`config.mk`:
```
export PLATFORM = sky130hd
export DESIGN_NAME = seq_accum
export DESIGN_NICKNAME = d
export VERILOG_FILES = /design/src/rtl/seq_accum.sv
export SDC_FILE = /design/constraint.sdc
export NUM_CORES = 1
export LEC_CHECK = 0
export CELL_PAD_IN_SITES_DETAIL_PLACEMENT = 1
export CELL_PAD_IN_SITES_GLOBAL_PLACEMENT = 2
export CORE_MARGIN = 2
export CORE_UTILIZATION = 35
export DETAILED_ROUTE_END_ITERATION = 10
export DONT_BUFFER_PORTS = 1
export PLACE_DENSITY_LB_ADDON = 0.1
export RECOVER_POWER = 100
export REMOVE_ABC_BUFFERS = 1
export SYNTH_ARGS = -nofsm -noshare
export SYNTH_HDL_FRONTEND = slang
export SYNTH_SLANG_ARGS = --single-unit
```
`constraint.sdc`:
```
create_clock -name clk -period 3 [get_ports clk]
set_clock_uncertainty 0.15 [all_clocks]
set_input_delay 0.45 -clock clk [delete_from_list [all_inputs] [get_ports clk]]
set_output_delay 0.45 -clock clk [all_outputs]
set_load 0.01 [all_outputs]
```
`src/rtl/seq_accum.sv`:
```
// seq_accum: sums each packet of BEATS input beats and holds the sum in an
// independent valid/ready output register. Define SEQ_ACCUM_SATURATE_EN for saturating adds.
module seq_accum #(
  parameter int DATA_W = 8,
  parameter int BEATS  = 4,
  parameter int SUM_W  = 10
) (
  input  logic              clk,
  input  logic              rst,
  input  logic              in_valid,
  output logic              in_ready,
  input  logic [DATA_W-1:0] in_data,
  output logic              out_valid,
  input  logic              out_ready,
  output logic [SUM_W-1:0]  out_sum,
  output logic [15:0]       pkt_count,
  output logic              busy
);

  localparam int CNT_W = $clog2(BEATS);
  localparam logic [CNT_W-1:0] LAST_BEAT = CNT_W'(BEATS - 1);

  typedef enum logic {
    EMPTY = 1'b0,
    FULL  = 1'b1
  } out_state_e;

  out_state_e        state_q, state_d;
  logic [SUM_W-1:0]  acc_q, acc_d;
  logic [CNT_W-1:0]  beat_cnt_q, beat_cnt_d;
  logic [SUM_W-1:0]  out_sum_q, out_sum_d;
  logic [15:0]       pkt_count_q, pkt_count_d;
  logic              last_beat_s;
  logic              in_fire_s;
  logic              out_fire_s;
  logic [SUM_W-1:0]  sum_s;

  function automatic logic [SUM_W-1:0] acc_add(input logic [SUM_W-1:0] a,
                                               input logic [DATA_W-1:0] b);
    logic [SUM_W:0] wide;
    wide = {1'b0, a} + {{(SUM_W + 1 - DATA_W){1'b0}}, b};
`ifdef SEQ_ACCUM_SATURATE_EN
    if (wide[SUM_W]) begin
      acc_add = '1;
    end else begin
      acc_add = wide[SUM_W-1:0];
    end
`else
    acc_add = wide[SUM_W-1:0];
`endif
  endfunction

  // Ready only drops when the last beat would have nowhere to go.
  assign last_beat_s = (beat_cnt_q == LAST_BEAT);
  assign in_ready    = !(last_beat_s && (state_q == FULL) && !out_ready);
  assign in_fire_s   = in_valid && in_ready;
  assign out_fire_s  = (state_q == FULL) && out_ready;
  assign sum_s       = acc_add(acc_q, in_data);

  assign out_valid = (state_q == FULL);
  assign out_sum   = out_sum_q;
  assign pkt_count = pkt_count_q;
  assign busy      = (beat_cnt_q != '0);

  // Next-state for accumulator, output register and packet counter.
  always_comb begin
    state_d     = state_q;
    acc_d       = acc_q;
    beat_cnt_d  = beat_cnt_q;
    out_sum_d   = out_sum_q;
    pkt_count_d = pkt_count_q;

    if (in_fire_s) begin
      if (last_beat_s) begin
        out_sum_d  = sum_s;
        acc_d      = '0;
        beat_cnt_d = '0;
      end else begin
        acc_d      = sum_s;
        beat_cnt_d = beat_cnt_q + CNT_W'(1);
      end
    end else begin
      acc_d      = acc_q;
      beat_cnt_d = beat_cnt_q;
    end

    case (state_q)
      EMPTY: begin
        if (in_fire_s && last_beat_s) begin
          state_d = FULL;
        end else begin
          state_d = EMPTY;
        end
      end
      FULL: begin
        // A consume with a simultaneous last beat refills the register in place.
        if (out_fire_s && !(in_fire_s && last_beat_s)) begin
          state_d = EMPTY;
        end else begin
          state_d = FULL;
        end
      end
      default: state_d = EMPTY;
    endcase

    if (out_fire_s) begin
      pkt_count_d = pkt_count_q + 16'd1;
    end else begin
      pkt_count_d = pkt_count_q;
    end
  end

  // State registers with asynchronous active-low reset.
  always_ff @(posedge clk or negedge rst) begin
    if (!rst) begin
      state_q     <= EMPTY;
      acc_q       <= '0;
      beat_cnt_q  <= '0;
      out_sum_q   <= '0;
      pkt_count_q <= 16'd0;
    end else begin
      state_q     <= state_d;
      acc_q       <= acc_d;
      beat_cnt_q  <= beat_cnt_d;
      out_sum_q   <= out_sum_d;
      pkt_count_q <= pkt_count_d;
    end
  end

endmodule

```
==> results.json <==
{
  "slowest_stage": "ha_1",
  "period_share": 0.7744,
  "reg2reg_from": "beat_cnt_q[0]",
  "ir_drop_mv": 0.3826,
  "whs_path_depth": 2,
  "async_flop_share": 1.000,
  "drtAntennaViolNets": 0,
  "ios": 41,
  "rows": 27,
  "syn_avg_cell_area_um2": 11.07,
  "place_congestion": 0.7459,
  "crit_required_ps": 3020,
  "rrSetupSlack_ps": 680,
  "critPathKind": "flip-flop to flip-flop",
  "setup-tns-final_ps": 0,
  "syn2layout_area_growth_pct": 10.99,
  "first_pass_iters": 4,
  "final_max_slew_viol_count": 0,
  "synth_edf_count": 0,
  "final_util": 0.4015,
  "vias": 1366,
  "setup_violations": 0,
  "dp_hpwl_um": 3179,
  "design_area_um2": 2211,
  "synthAdderAreaFrac": 0.07915,
  "initial_core_util": 0.3617,
  "grt_max_degree": 40,
  "reg2reg_depth": 6,
  "hold_class": "input port to flip-flop",
  "cts_resized": 0,
  "critPathTopFamily": "simple AND/OR/NAND/NOR gates",
  "post-route-drc-count": 0,
  "hold_viol_final": 0,
  "synthMuxAreaShare": 0.03392,
  "synth_xor_area_frac": 0.09234,
  "clk_pin_slew_ps": 80,
  "vias_per_cell": 5.234,
  "hold_buffers": 2,
  "leakagePower_nw": 1.014,
  "core_area_um2": 5507,
  "postCtsSetupBuffers": 0,
  "synth_compound_area_frac": 0.1369,
  "grt.overflow.total": 0,
  "clockRootBuffer": "clkbuf_8",
  "cp_data_arrival_time_ps": 2340,
  "worstHoldEndpoint": "acc_q[0]",
  "p_per_area_nw_per_um2": 951.0,
  "cpPeakStageDelay_ps": 450,
  "dieArea_um2": 6311,
  "ys_seq_elements": 39,
  "cp.buffers_inverters": 1,
  "maxCapViolations": 0,
  "wl_um": 4297,
  "numPortBuffers": 0,
  "grt_antenna_before_repair": 0,
  "start_kind": "flip-flop",
  "relSlewSlack": 0.4819,
  "wl_per_cell_um": 16.46,
  "syn_inst": 180,
  "fmax_mhz": 430.4,
  "crit_path_max_fanout": 11,
  "ys_seq_area_frac": 0.4899,
  "diodes": 0,
  "synth_flop_cell": "dfrtp_1",
  "synth_area_um2": 1992,
  "nets": 212,
  "cts_tree": "yes",
  "hold_start": "in_valid",
  "htreeDepth": 2,
  "final_cells": 261,
  "clkLatencyLatePin_ps": 290,
  "cp-end-kind": "flip-flop",
  "status": "finished, final reports clean",
  "drive_gt1_frac": 0.1164,
  "dp_cells": 251,
  "synthSimpleGateAreaFrac": 0.1457,
  "place_area_um2": 2083,
  "synth_cell_types": 41,
  "die_w_um": 79.44,
  "clk_path_buf_depth": 2,
  "synth_top_family_by_area": "simple AND/OR/NAND/NOR gates",
  "grt_pass1_vias": 1506,
  "clock-sinks": 39,
  "min_period_ps": 2323,
  "worstPathCellList": "ha_1 -> nand3b_1 -> nand2_1 -> clkbuf_1 -> o21ai_0 -> o311ai_0",
  "drt_iter0_drc": 72,
  "rsz0062_at_grt": "false",
  "fill_cells": 607,
  "rr_endpoint": "acc_q[8]",
  "cts_made_buffers": 5,
  "ys_warn_count": 0,
  "die_y_um": 79.44,
  "grt_pass1_wl_um": 7500,
  "grt_util_all_layers": 0.1538,
  "tightestPinTransition_ps": 777.2
}
## sequential cells by signal (all words and copies together), names as in the netlist
name / flops
pkt_count: 16
acc_q: 10
out_sum: 10
beat_cnt_q: 2
out_valid: 1
## routing by layer
metal / GRT usage / wire length (µm) / up-vias
met2: 0.2336 / 1946 / 32
li1: - / - / 649
met4: 0.04655 / 57 / 0
met3: 0.04751 / 224 / 6
met5: 0 / 0 / -
met1: 0.2103 / 2068 / 679
## cell type report
type | count | area [µm²] | share of cell area
timing repair buffer | 4 | 37.54 | 0.01698
sequential | 39 | 975.9 | 0.4414
clock inverter | 3 | 43.79 | 0.01981
tap | 72 | 90.09 | 0.04075
multi-input combinational | 130 | 964.7 | 0.4363
inverter | 8 | 30.03 | 0.01358
clock buffer | 5 | 68.82 | 0.03113
## power by group
| group | internal (W) | total (W) | switching [W] |
|---|---|---|---|
| Clock | 0.000248 | 0.000434 | 0.000187 |
| Combinational | 0.000358 | 0.000771 | 0.000414 |
| Sequential | 0.000702 | 0.000897 | 0.000195 |
| Total | 0.00131 | 0.00210 | 0.000795 |
## layout by cell type, fill, tap and decap left out, types with 2 or more instances in the layout
master and count:
nor3_1 3, mux2_2 6, nand3_1 4, nand4_1 4, ha_1 11, xor2_1 5
clkbuf_8 5, nand2_1 24, a22o_1 3, xnor2_1 16, inv_1 8, o21a_1 4
dfrtp_1 39, o21ai_0 7, nand3b_1 2, o211ai_1 4, nor2_1 6, a21oi_1 3
a21o_1 3, clkbuf_1 2, a211oi_1 2, nand2b_1 2, o31ai_1 5
## synthesized netlist by cell type, types with 4 or more instances
master / count / area (µm²)
dfrtp_1: 39 / 975.9
ha_1: 11 / 137.6
inv_1: 8 / 30.03
mux2_2: 6 / 67.56
nand2_1: 24 / 90.09
nand3_1: 4 / 20.02
nand4_1: 4 / 25.02
nor2_1: 5 / 18.77
o21a_1: 4 / 30.03
o21ai_0: 7 / 35.03
o31ai_1: 5 / 37.54
xnor2_1: 16 / 140.1
xor2_1: 5 / 43.79
## worst max-delay path by stage
stage	depth (start not counted)	end	start
2_1_floorplan	8	out_sum[8]	in_data[0]
5_1_grt	6	acc_q[8]	beat_cnt_q[0]
6_report	6	acc_q[8]	beat_cnt_q[0]
4_1_cts	8	acc_q[6]	acc_q[0]
3_5_place_dp	8	acc_q[6]	in_data[0]
3_3_place_gp	8	out_sum[8]	in_data[0]
## kinds of logic (layout without fill, tap and decap cells)
logic type,after synthesis,after routing
xor+xnor,21,21
buf+inv,11,20
flops,39,39
fa+ha+maj,12,12
mux,6,6
simple gates,54,54
compound gates,37,37
## per-stage QoR
step / total power (W) / hold slack (ps) / setup slack (ps)
2_1_floorplan: 0.001484 / 4.409 / 891.8
3_3_place_gp: 0.001649 / 5.364 / 795.1
3_5_place_dp: 0.001688 / 5.389 / 718.0
4_1_cts: 0.002151 / 150.9 / 798.7
5_1_grt: 0.002307 / 134.1 / 432.9
6_report: 0.002102 / 157.7 / 676.7
## worst reg2reg max path, cell delays in order, from the launching register on
cell and delay [ps]:
dfrtp_1 390, ha_1 450, nand3b_1 230, nand2_1 350, clkbuf_1 370, o21ai_0 160, o311ai_0 110
No activity file was read; power rests on OpenSTA's default activity.
==> RTL change 1 (same settings) <==
The option `SEQ_ACCUM_SATURATE_EN` is turned on by a define.
--- a/src/rtl/seq_accum.sv
+++ b/src/rtl/seq_accum.sv
@@ -1,4 +1,6 @@
 // seq_accum: sums each packet of BEATS input beats and holds the sum in an
 // independent valid/ready output register. Define SEQ_ACCUM_SATURATE_EN for saturating adds.
+`define SEQ_ACCUM_SATURATE_EN
+
 module seq_accum #(
   parameter int DATA_W = 8,
Formal check against the unedited RTL: no difference found for any inputs over 10 cycles, from zero or initial values and one cycle with rst low; that may be too few to reach the edited logic, so the function may still have changed.
==> RTL change 1 against the unedited design <==
- routed wire length increased by 5.5%
- final cell count increased by 3.1%
- synthesized area down 2.2%
- highest routed layer unchanged
- largest power group unchanged
- setup slack worse by 320 ps
- combinational power decreased by 3.5%
- cell area shrank 2.9%
- global-route usage is 0.70 points higher
- sequential cell count unchanged
- total power down 5.4%
==> RTL change 1: results (changes against the unedited design) <==
Clock tree
  • Clk Latency, worst-skew pair: 290 ps (about the same)

Pwr
  • Static leakage: 0.00100 uW (-0.99%)
  • Sequential power: 893 uW (-0.4%)
  • Power Dens Cells: 927 mW/mm^2 (-2.5%)
  • Worst vdd ir: 431 uV (+13%)
  • Logic pwr share: 37.4% (+0.7 points)
  • Internal power: 1160 uW (-11%)

Status
  • Run status: finished clean

Global route
  • Met1 Usage GRT: 21.8% (+0.81 points)
  • First-pass GRT wire length: 7.65 mm (+2.0%)
  • Met2 usage: 25.1% (+1.8 points)
  • Number of global-route vias before repair: 1,509 (+0.20%)
  • Met3 GRT Util: 4.25% (-0.50 points)

Place
  • DP Cell Count: 259 (+3.2%)
  • Final GP Congestion: 0.841 (+13%)
  • DP HPWL: 3.35 mm (+5.4%)
  • Setup slack after placement: 376 ps (-342 ps)

Final layout
  • Final Non-Filler Cells: 269 (+3.1%)
  • Layout cell share with drive strength beyond 1: 7.11% (-4.5 points)
  • Final net count: 220 (+3.8%)
  • Fillers: 630 (+3.8%)

Drt
  • First DRT Iteration DRCs: 43 (-40%)
  • Drt total wl: 4.53 mm (+5.5%)
  • Routed wl met3: 221 um (-1.3%)
  • WL met2: 2.13 mm (+9.2%)
  • Met1 wire length: 2.10 mm (+1.7%)
  • Vias: 1,383 (+1.2%)

Synthesis
  • Compound-Gate Fraction of Synth Area: 13.9% (+0.18 points)
  • Most instantiated cells after synthesis: dfrtp_1 (39), nand2_1 (28), o21ai_1 (16), nor2_1 (15), xnor2_1 (13)
  • Synth unique cells: 35 (-15%)
  • Post-synthesis mux area share: 1.09% (-2.3 points)
  • Xor/xnor share of the synthesized area: 9.44% (+0.21 points)
  • Ranking of synthesized cells by area: dfrtp_1 (50%), ha_1 (7.1%), xnor2_1 (5.8%)
  • Adder-Cell Fraction of Synth Area: 8.09% (+0.18 points)

Critical path
  • R2R cell count: 7 (+1)
  • CP max-delay cell: fa_1
  • Max stage delay on crit path: 410 ps (-40 ps)
  • Worst setup endpoint: acc_q[9]
  • Arr. time, crit path: 2650 ps (+310 ps)
  • Worst setup path startpoint: acc_q[0]
  • Largest fanout on the critical path: 4 (-7)

STA
  • FMAX: 378 MHz (-12%)
  • Slew @ Worst Pin: 829 ps (+52.2 ps)
  • Hold_ws: 205 ps (+47.0 ps)

Hold path
  • Beginning of the worst hold path: out_ready
  • Hold endpoint: pkt_count[2]
==> RTL change 1: changes by cell type after synthesis, moves of 4 or more <==
cell / before / now
o21ai_1: 0 / 16
nor2_1: 5 / 15
and3_1: 1 / 7
nand3_1: 4 / 10
mux2_2: 6 / 1
nand2_1: 24 / 28
o21a_1: 4 / 0
o31ai_1: 5 / 1
==> RTL change 1: final cells by class <==
| type | instances | area [sq um] | area share (%) |
|---|---|---|---|
| Sequential cell | 39 | 976 | 45.5 |
| Multi-Input combinational cell | 143 | 942 | 43.9 |
| Tap cell | 72 | 90.1 | 4.20 |
| Clock buffer | 5 | 68.8 | 3.21 |
| Timing Repair Buffer | 2 | 30.0 | 1.40 |
| Clock inverter | 3 | 20.0 | 0.933 |
| Inverter | 5 | 18.8 | 0.875 |
==> RTL change 1: critical path: cells and delay by family, from the launching register on <==
| kind | cells | cell delay (ps) |
|---|---|---|
| AOI/OAI and AO/OA | 5 | 1340 |
| DFF | 1 | 390 |
| adders and majority gates | 2 | 620 |
==> RTL change 2 (same flow settings) <==
Without the edit above. `out_sum_q` no longer has a reset.
--- a/src/rtl/seq_accum.sv
+++ b/src/rtl/seq_accum.sv
@@ -117,5 +117,4 @@
       acc_q       <= '0;
       beat_cnt_q  <= '0;
-      out_sum_q   <= '0;
       pkt_count_q <= 16'd0;
     end else begin
@@ -123,9 +122,12 @@
       acc_q       <= acc_d;
       beat_cnt_q  <= beat_cnt_d;
-      out_sum_q   <= out_sum_d;
       pkt_count_q <= pkt_count_d;
     end
   end
 
+  always_ff @(posedge clk) begin
+    out_sum_q <= out_sum_d;
+  end
+
 endmodule
 
Check against the original RTL: differs if rst is asserted again (counterexample within 10 cycles, from zero or initial values and one cycle with rst low); with rst held inactive, the same outputs for 10 cycles.
==> RTL change 2 against the unedited design <==
- the run now ends with capacitance limit, slew limit left
- count of clock-buffer cells in the layout rose by 2
- setup slack got worse by 110 ps
- total power decreased by 6.0%
- cell area shrank 3.3%
- synthesized area decreased by 0.38%
- die area down 0.36%
- sequential cell count unchanged
- largest power group unchanged
- routed wire length shrank 2.1%
- critical path type unchanged
- hold slack got worse by 35 ps
==> RTL change 2: results (changes against the unedited design) <==
Place
  • DP Cell Count: 237 (-5.6%)
  • Setup slack after placement: 653 ps (-65.0 ps)
  • DP HPWL: 3.14 mm (-1.3%)
  • Final GP Congestion: 0.755 (+1.2%)

Final layout
  • Non-clock buffer share: 0.995% (-0.70 points)
  • Non-clock buffers: 3 (-1)
  • Final net count: 198 (-6.6%)
  • Non-clk invs: 11 (+3)
  • ClkCell Share: 5.27% (+0.17 points)
  • Final Instance Area: 0.00214 sq mm (-3.3%)
  • Fillers: 604 (-0.49%)
  • Fraction of area in multi-input gates: 39.6% (-4.0 points)
  • Clkbuf count: 7 (+2)
  • Sequential cell area: 0.00103 sq mm (+5.1%)

Drt
  • First DRT Iteration DRCs: 43 (-40%)
  • Drt total wl: 4.21 mm (-2.1%)
  • Vias: 1,281 (-6.2%)
  • DR pass1 iterations: 3 (-1)
  • Mean number of vias per cell: 5.19 (-0.91%)
  • Routed wl met3: 173 um (-23%)
  • Met1 wire length: 1.80 mm (-13%)

Global route
  • Number of global-route vias before repair: 1,370 (-9.0%)
  • First-pass GRT wire length: 7.04 mm (-6.2%)
  • Total track usage: 14.7% (-0.68 points)
  • Met2 usage: 26.0% (+2.7 points)
  • Pin count of the biggest net entering global routing: 30 (-25%)

Status
  • Run status: finished with violations
  • Failing checks: capacitance limit, slew limit

Flow run
  • Number of max-cap violations: 1 (+1)

Synthesis
  • Synth Area per Inst: 12.0 sq um (+8.7%)
  • Ys async rst share: 74.4% (-26 points)
  • Top cell type's share of synthesized area: 36.6% (-12 points)
  • Ranking of synthesized cells by area: dfrtp_1 (37%), edfxtp_1 (15%), ha_1 (6.9%)
  • Post-synth EDFFs: 10 (+10)
  • Sequential share of the synthesized area: 51.7% (+2.7 points)

Critical path
  • Largest fanout on the critical path: 3 (-8)

Die
  • Die X: 79.3 um (-0.18%)

Pwr
  • Worst vdd ir: 267 uV (-30%)
  • Static leakage: 0.000940 uW (-7.3%)

STA
  • Max Slew Vio Count: 30 (+30)
[RTL change 2: cell types whose count changed in the layout (fill, tap and decap cells not counted), moves of 3 or more]
| cell | unedited run | this run |
|---|---|---|
| dfrtp_1 | 39 | 29 |
| edfxtp_1 | 0 | 10 |
| nand2_1 | 24 | 16 |
| o31ai_1 | 5 | 1 |
| inv_1 | 8 | 11 |
| mux2_2 | 6 | 3 |
| nand3_1 | 4 | 7 |
| nor2_1 | 6 | 9 |
| o211ai_1 | 4 | 1 |
| o21a_1 | 4 | 1 |
[RTL change 2: kinds of logic (layout without fill, tap and decap cells)]
kind of cell	count (synthesis)	count (layout)	synth area share, %
buffers and inverters	12	22	2.33
flip-flops	39	39	51.7
XOR/XNOR	21	21	9.27
AO/OA/AOI/OAI	28	28	13.4
adder cells (fa/ha/maj)	12	12	7.94
multiplexers	4	4	2.21
AND/OR/NAND/NOR	49	49	13.1
[RTL change 2: critical path, cell delays in order, from the launching register on]
cell,delay (ps)
dfrtp_1,380
ha_1,210
inv_1,80
fa_1,250
nor2b_4,60
o31a_2,320
o41ai_1,590
xnor2_1,130
[RTL change 2: path summary, 6_finish.rpt]
check / from / endpoint / slack, ps / cells past startpoint
max in group asynchronous: rst / pkt_count[7] / 740 / 2
min reg2reg: acc_q[0] / acc_q[0] / 330 / 2
min: out_ready / out_valid / 120 / 1
max reg2reg: acc_q[0] / out_sum[8] / 570 / 7
max: acc_q[0] / out_sum[8] / 570 / 7
min in group asynchronous: rst / acc_q[1] / 1020 / 2
[RTL change 2: report_power, final]
group / leakage (uW) / total [uW] / internal [uW] / switching, uW
Sequential: 0.000469 / 870 / 728 / 142
Clock: 0.0000594 / 417 / 236 / 181
Combinational: 0.000412 / 690 / 314 / 375
Total: 0.000940 / 1980 / 1280 / 698
